$ cat config.mk
export PLATFORM = sky130hd
export DESIGN_NAME = apple1_uart_tx
export DESIGN_NICKNAME = d
export VERILOG_FILES = /design/src/rtl/apple1_uart_tx.sv
export SDC_FILE = /design/constraint.sdc
export NUM_CORES = 1
export LEC_CHECK = 0
export BUFFER_PORTS_ARGS = -buffer_cell sky130_fd_sc_hd__buf_4
export CAP_MARGIN = 0
export CELL_PAD_IN_SITES_DETAIL_PLACEMENT = 0
export CELL_PAD_IN_SITES_GLOBAL_PLACEMENT = 1
export CORE_MARGIN = 2
export CORE_UTILIZATION = 53
export DETAILED_ROUTE_END_ITERATION = 12
export PLACE_DENSITY_LB_ADDON = 0.1
export SETUP_SLACK_MARGIN = 0.02
export SKIP_CTS_REPAIR_TIMING = 1
export SLEW_MARGIN = 20
export SYNTH_ARGS = -nofsm -noshare
export SYNTH_HDL_FRONTEND = slang
export SYNTH_SLANG_ARGS = --single-unit
$ cat constraint.sdc
create_clock -name clk14 -period 3.05 [get_ports clk14]
set_input_delay 0.915 -clock clk14 [delete_from_list [all_inputs] [get_ports clk14]]
set_output_delay 0.915 -clock clk14 [all_outputs]
set_load 0.1 [all_outputs]
$ cat src/rtl/apple1_uart_tx.sv
// Apple-1 display-port UART transmitter: CPU writes at 0xD012 are queued and sent as 8N1 on uart_tx.
// Optional build macro APPLE1_UART_TX_CRLF_EN expands CR into a CR/LF pair.
module apple1_uart_tx #(
  parameter int CLK_HZ     = 14000000,
  parameter int BAUD       = 115200,
  parameter int FIFO_DEPTH = 16
) (
  input  logic       clk14,
  input  logic       rst,
  input  logic       enable,
  input  logic       cs,
  input  logic       w_en,
  input  logic       address,
  input  logic [7:0] din,
  output logic [7:0] dout,
  output logic       uart_tx
);

  localparam int BAUD_DIV = (CLK_HZ + BAUD / 2) / BAUD;
  localparam int CNT_W    = (BAUD_DIV > 1) ? $clog2(BAUD_DIV) : 1;
  localparam int AW       = (FIFO_DEPTH > 1) ? $clog2(FIFO_DEPTH) : 1;
  localparam logic [CNT_W-1:0] DIV_M1 = CNT_W'(BAUD_DIV - 1);
`ifdef APPLE1_UART_TX_CRLF_EN
  // One slot held back so a CR/LF pair is never split.
  localparam logic [4:0] FULL_AT = 5'(FIFO_DEPTH - 1);
`else
  localparam logic [4:0] FULL_AT = 5'(FIFO_DEPTH);
`endif

  typedef enum logic [1:0] {IDLE, START, DATA, STOP} state_t;

  state_t           state, state_n;
  logic [7:0]       mem [FIFO_DEPTH];
  logic [AW-1:0]    wr_ptr, rd_ptr;
  logic [4:0]       count;
  logic             overflow;
  logic [CNT_W-1:0] baud_cnt, baud_cnt_n;
  logic [2:0]       bit_idx, bit_idx_n;
  logic [7:0]       shreg, shreg_n;
  logic             tx_n;
  logic             pop;

  logic             full, empty, tx_active;
  logic             wr_data, wr_status, push, is_cr;
  logic [7:0]       wr_byte, head;
  logic [1:0]       n_push;

  assign full      = (count >= FULL_AT);
  assign empty     = (count == 5'd0);
  assign tx_active = (state != IDLE);
  assign wr_data   = cs & w_en & enable & ~address;
  assign wr_status = cs & w_en & enable & address;
  assign wr_byte   = din & 8'h7F;
  assign push      = wr_data & ~full;
  assign head      = mem[rd_ptr];
`ifdef APPLE1_UART_TX_CRLF_EN
  assign is_cr     = (wr_byte == 8'h0D);
`else
  assign is_cr     = 1'b0;
`endif
  assign n_push    = push ? (is_cr ? 2'd2 : 2'd1) : 2'd0;

  always_ff @(posedge clk14) begin
    if (rst) begin
      wr_ptr   <= '0;
      rd_ptr   <= '0;
      count    <= '0;
      overflow <= 1'b0;
    end else begin
      wr_ptr <= wr_ptr + AW'(n_push);
      if (pop) rd_ptr <= rd_ptr + AW'(1);
      count <= count + 5'(n_push) - 5'(pop);
      // Drop decision uses the pre-edge fill level, even if a pop lands on the same edge.
      if (wr_data && full) overflow <= 1'b1;
      else if (wr_status)  overflow <= 1'b0;
    end
  end

  always_ff @(posedge clk14) begin
    if (push) begin
      mem[wr_ptr] <= wr_byte;
`ifdef APPLE1_UART_TX_CRLF_EN
      if (is_cr) mem[wr_ptr + AW'(1)] <= 8'h0A;
`endif
    end
  end

  always_comb begin
    state_n    = state;
    baud_cnt_n = baud_cnt;
    bit_idx_n  = bit_idx;
    shreg_n    = shreg;
    tx_n       = uart_tx;
    pop        = 1'b0;
    case (state)
      IDLE: begin
        if (!empty) begin
          pop        = 1'b1;
          shreg_n    = head;
          baud_cnt_n = DIV_M1;
          tx_n       = 1'b0;
          state_n    = START;
        end
      end
      START: begin
        if (baud_cnt == '0) begin
          tx_n       = shreg[0];
          shreg_n    = {1'b0, shreg[7:1]};
          bit_idx_n  = 3'd0;
          baud_cnt_n = DIV_M1;
          state_n    = DATA;
        end else begin
          baud_cnt_n = baud_cnt - CNT_W'(1);
        end
      end
      DATA: begin
        if (baud_cnt == '0) begin
          baud_cnt_n = DIV_M1;
          if (bit_idx == 3'd7) begin
            tx_n    = 1'b1;
            state_n = STOP;
          end else begin
            tx_n      = shreg[0];
            shreg_n   = {1'b0, shreg[7:1]};
            bit_idx_n = bit_idx + 3'd1;
          end
        end else begin
          baud_cnt_n = baud_cnt - CNT_W'(1);
        end
      end
      STOP: begin
        if (baud_cnt == '0) begin
          // Chain straight into the next start bit so queued frames are contiguous.
          if (!empty) begin
            pop        = 1'b1;
            shreg_n    = head;
            baud_cnt_n = DIV_M1;
            tx_n       = 1'b0;
            state_n    = START;
          end else begin
            state_n = IDLE;
          end
        end else begin
          baud_cnt_n = baud_cnt - CNT_W'(1);
        end
      end
      default: state_n = IDLE;
    endcase
  end

  always_ff @(posedge clk14) begin
    if (rst) begin
      state    <= IDLE;
      baud_cnt <= '0;
      bit_idx  <= 3'd0;
      uart_tx  <= 1'b1;
    end else begin
      state    <= state_n;
      baud_cnt <= baud_cnt_n;
      bit_idx  <= bit_idx_n;
      uart_tx  <= tx_n;
    end
  end

  always_ff @(posedge clk14) begin
    shreg <= shreg_n;
  end

  always_comb begin
    if (address) dout = {tx_active, empty, overflow, count};
    else         dout = {full, 7'b0};
  end

endmodule
==> impl_metrics.prom, run 1 <==
# TYPE chip_impl_metric gauge
chip_impl_info{name="run_status",value="complete, no violations"} 1
chip_impl_metric{name="worst_pin_slew",unit="ns"} 0.6578
chip_impl_metric{name="gpl_congestion",unit=""} 0.7750
chip_impl_info{name="path_class",value="reg2out"} 1
chip_impl_info{name="ys_dominant_reg_cell",value="edfxtp_1"} 1
chip_impl_metric{name="placed_wire_length_estimate",unit="um"} 8121
chip_impl_metric{name="die_area",unit="um^2"} 13410
chip_impl_info{name="synth.largest_area_cell",value="edfxtp_1"} 1
chip_impl_metric{name="clkLatencyLatePin",unit="ns"} 0.41
chip_impl_metric{name="post_synth_xor_area_fraction",unit=""} 0.009254
chip_impl_metric{name="io_buffers",unit=""} 21
chip_impl_metric{name="mappedNetlistArea",unit="um^2"} 6625
chip_impl_metric{name="critPathRequiredTime",unit="ns"} 2.13
chip_impl_metric{name="grt_max_degree",unit=""} 31
chip_impl_metric{name="synthesized_nets",unit=""} 457
chip_impl_metric{name="simple_logic_cell_fraction_of_the_synthesized_area",unit=""} 0.08159
chip_impl_metric{name="setup_tns",unit="ns"} 0
chip_impl_metric{name="fp-row-count",unit=""} 40
chip_impl_metric{name="hold_viol",unit=""} 0
chip_impl_metric{name="timing.critical_path.fanout_max",unit=""} 4
chip_impl_info{name="final_cell_mix",value="edfxtp_1, buf_4, nor2_1"} 1
chip_impl_metric{name="maxSlewViolCount",unit=""} 0
chip_impl_metric{name="post_synthesis_compound_gate_area_fraction",unit=""} 0.05987
chip_impl_metric{name="worst-endpoint-arrival",unit="ns"} 1.83
chip_impl_metric{name="floorplan.die.height",unit="um"} 115.8
chip_impl_metric{name="share_of_final_layout_standard_cells_stronger_than_drive_strength_1",unit=""} 0.2220
chip_impl_metric{name="async_reset_ff_frac",unit=""} 0
chip_impl_metric{name="synth.ff_latch_count",unit=""} 151
chip_impl_metric{name="routed_via_density",unit=""} 5.602
chip_impl_metric{name="synth.mux.area_fraction",unit=""} 0.1473
chip_impl_metric{name="initial_core_utilization",unit=""} 0.5470
chip_impl_metric{name="core_area",unit="um^2"} 12110
chip_impl_metric{name="clock_tree.htree_level_count",unit=""} 4
chip_impl_metric{name="stdcell_count",unit=""} 650
chip_impl_info{name="dominant_combinational_cell_family_by_area_after_synthesis",value="multiplexers"} 1
chip_impl_metric{name="drc",unit=""} 0
chip_impl_metric{name="total_area_of_sequential_cells",unit="um^2"} 4225
chip_impl_metric{name="grt.overflow.total",unit=""} 0
chip_impl_metric{name="antenna_cells",unit=""} 0
chip_impl_info{name="cp-start-kind",value="flip-flop"} 1
chip_impl_metric{name="post_synth_inst_count",unit=""} 425
chip_impl_metric{name="grt_pass1_vias",unit=""} 3697
chip_impl_metric{name="max_freq",unit="MHz"} 364.9
chip_impl_metric{name="die_width",unit="um"} 115.8
chip_impl_metric{name="first_pass_grt_wire_length",unit="um"} 19770
chip_impl_metric{name="irDropWorstVdd",unit="mV"} 0.5788
chip_impl_metric{name="via_count",unit=""} 3641
chip_impl_metric{name="grt_antenna_before_repair",unit=""} 0
chip_impl_metric{name="finalSetupViolCount",unit=""} 0
chip_impl_metric{name="dr.pass1.iters",unit=""} 4
chip_impl_metric{name="cts_buffer_depth",unit=""} 2
chip_impl_metric{name="floorplan.io_pins",unit=""} 23
chip_impl_metric{name="synth_cell_type_count",unit=""} 51
chip_impl_metric{name="power.leakage",unit="nW"} 2.653
chip_impl_metric{name="final.min_clock_period",unit="ns"} 2.741
chip_impl_metric{name="max-cap-violations",unit=""} 0
chip_impl_metric{name="globalRouteTotalUtil",unit=""} 0.2053
chip_impl_metric{name="synth-seq-area-share",unit=""} 0.6376
chip_impl_metric{name="nNetsFinal",unit=""} 501
chip_impl_metric{name="power_per_cell_area",unit="nW/um^2"} 841.9
chip_impl_metric{name="post_synthesis_adder_cell_area_fraction",unit=""} 0.03513
chip_impl_info{name="rsz0062_at_grt",value="false"} 1
chip_impl_metric{name="flow.area_growth_from_synthesis",unit="%"} 15.56
chip_impl_metric{name="ys.warnings.count",unit=""} 0
chip_impl_metric{name="cts_inserted_buffers",unit=""} 17
chip_impl_metric{name="total_power",unit="mW"} 6.446
chip_impl_info{name="ctsRootBufferMaster",value="clkbuf_16"} 1
chip_impl_metric{name="place.detailed.instances",unit=""} 618
chip_impl_metric{name="layout.filler_cells",unit=""} 916
chip_impl_metric{name="synth.avg_cell_area",unit="um^2"} 15.59
chip_impl_metric{name="dr.first_iter.drc_count",unit=""} 222
chip_impl_info{name="holdCritPathClass",value="reg2reg"} 1
chip_impl_metric{name="route.antenna.remaining_nets",unit=""} 0
chip_impl_info{name="netlist_top_cells_area",value="edfxtp_1, dfxtp_1, mux4_1, mux4_2, mux2i_1"} 1
chip_impl_metric{name="clock-skew-final",unit="ns"} 0.007380
chip_impl_metric{name="yosysTopAreaCellShare",unit=""} 0.5439
chip_impl_metric{name="timing.final.crit_share",unit=""} 0.8985
chip_impl_info{name="worstSetupEndpointType",value="output pin"} 1
chip_impl_metric{name="wire_per_inst",unit="um"} 18.97
chip_impl_metric{name="number_of_enable_type_register_cells_in_the_synthesized_netlist",unit=""} 120
chip_impl_info{name="layout.cells.most_common",value="edfxtp_1"} 1
chip_impl_metric{name="max_slew_margin",unit=""} 0.5606
chip_impl_metric{name="cts.sinks",unit=""} 151
chip_impl_info{name="tritoncts",value="built"} 1
chip_impl_metric{name="cts.clk_slew.worst_paths",unit="ns"} 0.06
chip_impl_metric{name="detail_route.wirelength",unit="um"} 12330
chip_impl_metric{name="multi_input_comb_area",unit="um^2"} 2220
## cell usage after synthesis, drive strengths merged, types with 7 or more instances
| library cell | n |
|---|---|
| nor2b | 8 |
| mux4 | 28 |
| a31oi | 7 |
| nor3 | 8 |
| mux2i | 24 |
| nor2 | 31 |
| a22o | 9 |
| dfxtp | 31 |
| nand2 | 15 |
| edfxtp | 120 |
| clkbuf | 11 |
| a21oi | 12 |
| ha | 17 |
| and2 | 9 |
| o21ai | 8 |
| inv | 15 |
| buf | 11 |
## final timing paths
kind / from / to / slack (ns) / cells past startpoint
setup reg to reg: baud_cnt[0] / count[4] / 0.32 / 13
hold reg to reg: bit_idx[1] / bit_idx[1] / 0.49 / 1
hold / removal: bit_idx[1] / bit_idx[1] / 0.49 / 1
setup / recovery: count[3] / dout[6] / 0.31 / 5
## area by class of cell
type / count / area share
Clock inverter: 14 / 0.01961
Clock buffer: 18 / 0.05605
Tap cell: 168 / 0.02746
Inverter: 15 / 0.007354
Multi-Input combinational cell: 237 / 0.2899
Timing Repair Buffer: 47 / 0.04772
Sequential cell: 151 / 0.5519
## critical path: stages, from the launching register on
cell	delay [ns]
dfxtp_1	0.32
inv_1	0.08
ha_1	0.17
nor4b_4	0.36
and2_1	0.19
buf_4	0.28
## layer usage
metal | routed length [um] | GRT usage | part of all wire
met5 | 0 | 0 | 0
met3 | 497 | 0.05439 | 0.040
met1 | 5877 | 0.2862 | 0.48
met4 | 126 | 0.07698 | 0.010
met2 | 5829 | 0.3146 | 0.47
## registers in the layout, summed over array words and instances, names as in the netlist, named ones only
register  count
shreg         8
count         5
uart_tx       1
bit_idx       3
overflow      1
wr_ptr        4
mem         112
rd_ptr        4
state         2
baud_cnt      7
## logic make-up (layout without fill, tap and decap cells)
logic type,Yosys count,count (layout)
flip-flops,151,151
XOR/XNOR,7,7
AO/OA/AOI/OAI,57,57
buffers and inverters,37,94
AND/OR/NAND/NOR,98,98
multiplexers,57,57
adder cells (fa/ha/maj),18,18
## power by group
part / total [mW] / switching [mW] / internal, mW
Clock: 2.01 / 0.806 / 1.21
Combinational: 1.85 / 1.12 / 0.730
Sequential: 2.59 / 0.148 / 2.44
## stage by stage
stage	area [um^2]	util	hold slack [ns]	setup WS, ns
2_1_floorplan	6629	-	0.4535	0.06460
3_3_place_gp	7068	0.5836	0.4671	0.2017
3_5_place_dp	7068	0.5836	0.4759	0.1653
4_1_cts	7647	0.6314	0.4942	0.1286
5_1_grt	7656	0.6321	0.5272	0.04592
6_report	7656	0.6321	0.4934	0.3095
(Power assumes the default switching activity.)
==> run 2: changes to the inputs <==
- CORE_ASPECT_RATIO: default -> 1.25
- SETUP_SLACK_MARGIN: 0.02 -> default
==> impl_metrics.prom, run 2 (synthesis gave the netlist of run 1 again) <==
# TYPE chip_impl_metric gauge
chip_impl_info{name="cp-endpoint",value="dout[6]"} 1
chip_impl_metric{name="switchingPower",unit="mW"} 2.056
chip_impl_metric{name="stdcell_count",unit=""} 646
chip_impl_metric{name="io_buffers",unit=""} 21
chip_impl_metric{name="antenna_cells",unit=""} 0
chip_impl_metric{name="worst_pin_slew",unit="ns"} 0.8762
chip_impl_info{name="r2r_start",value="baud_cnt[0]"} 1
chip_impl_metric{name="place.detailed.instances",unit=""} 615
chip_impl_metric{name="clkLatencyLatePin",unit="ns"} 0.42
chip_impl_metric{name="clock-skew-final",unit="ns"} 0.005103
chip_impl_info{name="cp-start-kind",value="flip-flop"} 1
chip_impl_metric{name="final.min_clock_period",unit="ns"} 2.761
chip_impl_info{name="regMostFlops",value="mem"} 1
chip_impl_metric{name="via_count",unit=""} 3662
chip_impl_info{name="path_class",value="reg2out"} 1
chip_impl_metric{name="wire_per_inst",unit="um"} 19.66
chip_impl_metric{name="gpl_congestion",unit=""} 0.8272
chip_impl_metric{name="routed_via_density",unit=""} 5.669
chip_impl_metric{name="power_frac_clock",unit=""} 0.329
chip_impl_info{name="run_status",value="complete, no violations"} 1
chip_impl_metric{name="r2r_cells",unit=""} 13
chip_impl_metric{name="die_width",unit="um"} 104
chip_impl_metric{name="p_sw_frac",unit=""} 0.3126
chip_impl_info{name="layout.cells.most_common",value="edfxtp_1"} 1
chip_impl_metric{name="nNetsFinal",unit=""} 502
chip_impl_metric{name="max_freq",unit="MHz"} 362.2
chip_impl_metric{name="finalSetupViolCount",unit=""} 0
chip_impl_metric{name="cts.sinks",unit=""} 151
chip_impl_metric{name="irDropWorstVdd",unit="mV"} 0.4764
chip_impl_info{name="tritoncts",value="built"} 1
chip_impl_metric{name="maxSlewViolCount",unit=""} 0
chip_impl_metric{name="power_per_cell_area",unit="nW/um^2"} 855.5
chip_impl_info{name="startpoint",value="count[2]"} 1
chip_impl_metric{name="timing.critical_path.fanout_max",unit=""} 4
chip_impl_info{name="r2r_end",value="count[4]"} 1
chip_impl_metric{name="share_of_final_layout_standard_cells_stronger_than_drive_strength_1",unit=""} 0.2199
chip_impl_metric{name="grt_antenna_before_repair",unit=""} 0
chip_impl_info{name="final_cell_mix",value="edfxtp_1, buf_4, nor2_1"} 1
chip_impl_metric{name="initial_core_utilization",unit=""} 0.5448
chip_impl_metric{name="timing.final.crit_share",unit=""} 0.9051
chip_impl_metric{name="route.antenna.remaining_nets",unit=""} 0
chip_impl_metric{name="grt.overflow.total",unit=""} 0
chip_impl_info{name="holdCritPathClass",value="reg2reg"} 1
chip_impl_info{name="worstSetupEndpointType",value="output pin"} 1
chip_impl_metric{name="layout.filler_cells",unit=""} 930
chip_impl_metric{name="setup_tns",unit="ns"} 0
chip_impl_metric{name="clock_tree.htree_level_count",unit=""} 4
chip_impl_metric{name="dr.first_iter.drc_count",unit=""} 292
chip_impl_metric{name="max-cap-violations",unit=""} 0
chip_impl_metric{name="core_area",unit="um^2"} 12160
chip_impl_metric{name="cts.clk_slew.worst_paths",unit="ns"} 0.06
chip_impl_metric{name="power.leakage",unit="nW"} 2.675
chip_impl_metric{name="cts_inserted_buffers",unit=""} 17
chip_impl_metric{name="total_power",unit="mW"} 6.578
chip_impl_metric{name="seqPwrFrac",unit=""} 0.399
chip_impl_metric{name="floorplan.io_pins",unit=""} 23
chip_impl_metric{name="placed_wire_length_estimate",unit="um"} 8563
chip_impl_metric{name="hold_viol",unit=""} 0
chip_impl_metric{name="max_slew_margin",unit=""} 0.4151
chip_impl_metric{name="cts_buffer_depth",unit=""} 2
chip_impl_metric{name="critPathRequiredTime",unit="ns"} 2.13
chip_impl_metric{name="p_int",unit="mW"} 4.522
chip_impl_metric{name="grt_max_degree",unit=""} 31
chip_impl_metric{name="fp-row-count",unit=""} 45
chip_impl_metric{name="floorplan.die.height",unit="um"} 129
chip_impl_info{name="largest_registers",value="mem (112), shreg (8), baud_cnt (7)"} 1
chip_impl_metric{name="die_area",unit="um^2"} 13420
chip_impl_metric{name="worst-endpoint-arrival",unit="ns"} 1.85
chip_impl_metric{name="dr.pass1.iters",unit=""} 4
chip_impl_metric{name="first_pass_grt_wire_length",unit="um"} 20880
chip_impl_metric{name="flip_flop_count_of_the_largest_register_all_copies_and_words_added",unit=""} 112
chip_impl_metric{name="globalRouteTotalUtil",unit=""} 0.2107
chip_impl_info{name="rsz0062_at_grt",value="false"} 1
chip_impl_metric{name="detail_route.wirelength",unit="um"} 12700
chip_impl_metric{name="reg2reg_setup_slack",unit="ns"} 0.33
chip_impl_metric{name="flow.area_growth_from_synthesis",unit="%"} 16.05
chip_impl_metric{name="grt_pass1_vias",unit=""} 3937
chip_impl_metric{name="drc",unit=""} 0
chip_impl_info{name="ctsRootBufferMaster",value="clkbuf_16"} 1
chip_impl_metric{name="comb_power_share",unit=""} 0.272
## run 2: changes by cell type in the layout (fill, tap and decap cells not counted)
cell / previous run / this run
buf_4: 46 / 47
bufinv_16: 2 / 4
clkinv_1: 1 / 2
clkinv_4: 3 / 1
clkinvlp_4: 5 / 4
inv_6: 2 / 1
## run 2: layout make-up
class | count | area, um^2 | share of cell area
multi-input combinational | 237 | 2220 | 0.2887
sequential | 151 | 4225 | 0.5496
clock buffer | 18 | 429.2 | 0.05582
tap | 164 | 205.2 | 0.02669
timing repair buffer | 48 | 372.9 | 0.04849
inverter | 15 | 56.30 | 0.007323
clock inverter | 13 | 180.2 | 0.02343
## run 2: layer usage
layer  vias to the layer above  part of all wire  GRT usage
met1                      1842              0.42     0.2491
met3                        20             0.032    0.05420
met2                        61              0.53     0.3750
li1                       1739                 -          -
met5                         -                 0          0
met4                         0             0.019    0.07711
## run 2: worst min-delay path by stage
stage	startpoint	to	slack [ns]	cells past startpoint
global placement	uart_tx	uart_tx	0.45	2
detailed placement	uart_tx	uart_tx	0.46	2
floorplan	bit_idx[1]	bit_idx[1]	0.45	1
CTS	uart_tx	uart_tx	0.47	2
finish	uart_tx	uart_tx	0.46	2
global route	bit_idx[1]	bit_idx[1]	0.50	1
## run 2: critical path, cell delays in order, from the launching register on
cell and delay, ns:
dfxtp_1 0.34, inv_1 0.08, ha_1 0.18, nor4b_4 0.35, and2_1 0.19, buf_4 0.28
## run 2: power groups by stage
stage	logic [mW]	clock network [mW]	registers [mW]
after CTS	1.79	2.20	2.62
final	1.79	2.16	2.62
after detailed placement	1.78	0	2.66
after global placement	1.76	0	2.66
after floorplan	1.37	0	2.62
after global routing	1.97	2.28	2.65
## run 2: through the flow
| stage | hold WS [ns] | setup WS (ns) | util | instance area (um^2) |
|---|---|---|---|---|
| after global routing | 0.5007 | 0.05894 | 0.6322 | 7689 |
| after global placement | 0.4529 | 0.2000 | 0.5814 | 7071 |
| after CTS | 0.4711 | 0.1123 | 0.6315 | 7680 |
| after floorplan | 0.4535 | 0.06460 | - | 6629 |
| final | 0.4647 | 0.2895 | 0.6322 | 7689 |
| after detailed placement | 0.4607 | 0.1522 | 0.5814 | 7071 |
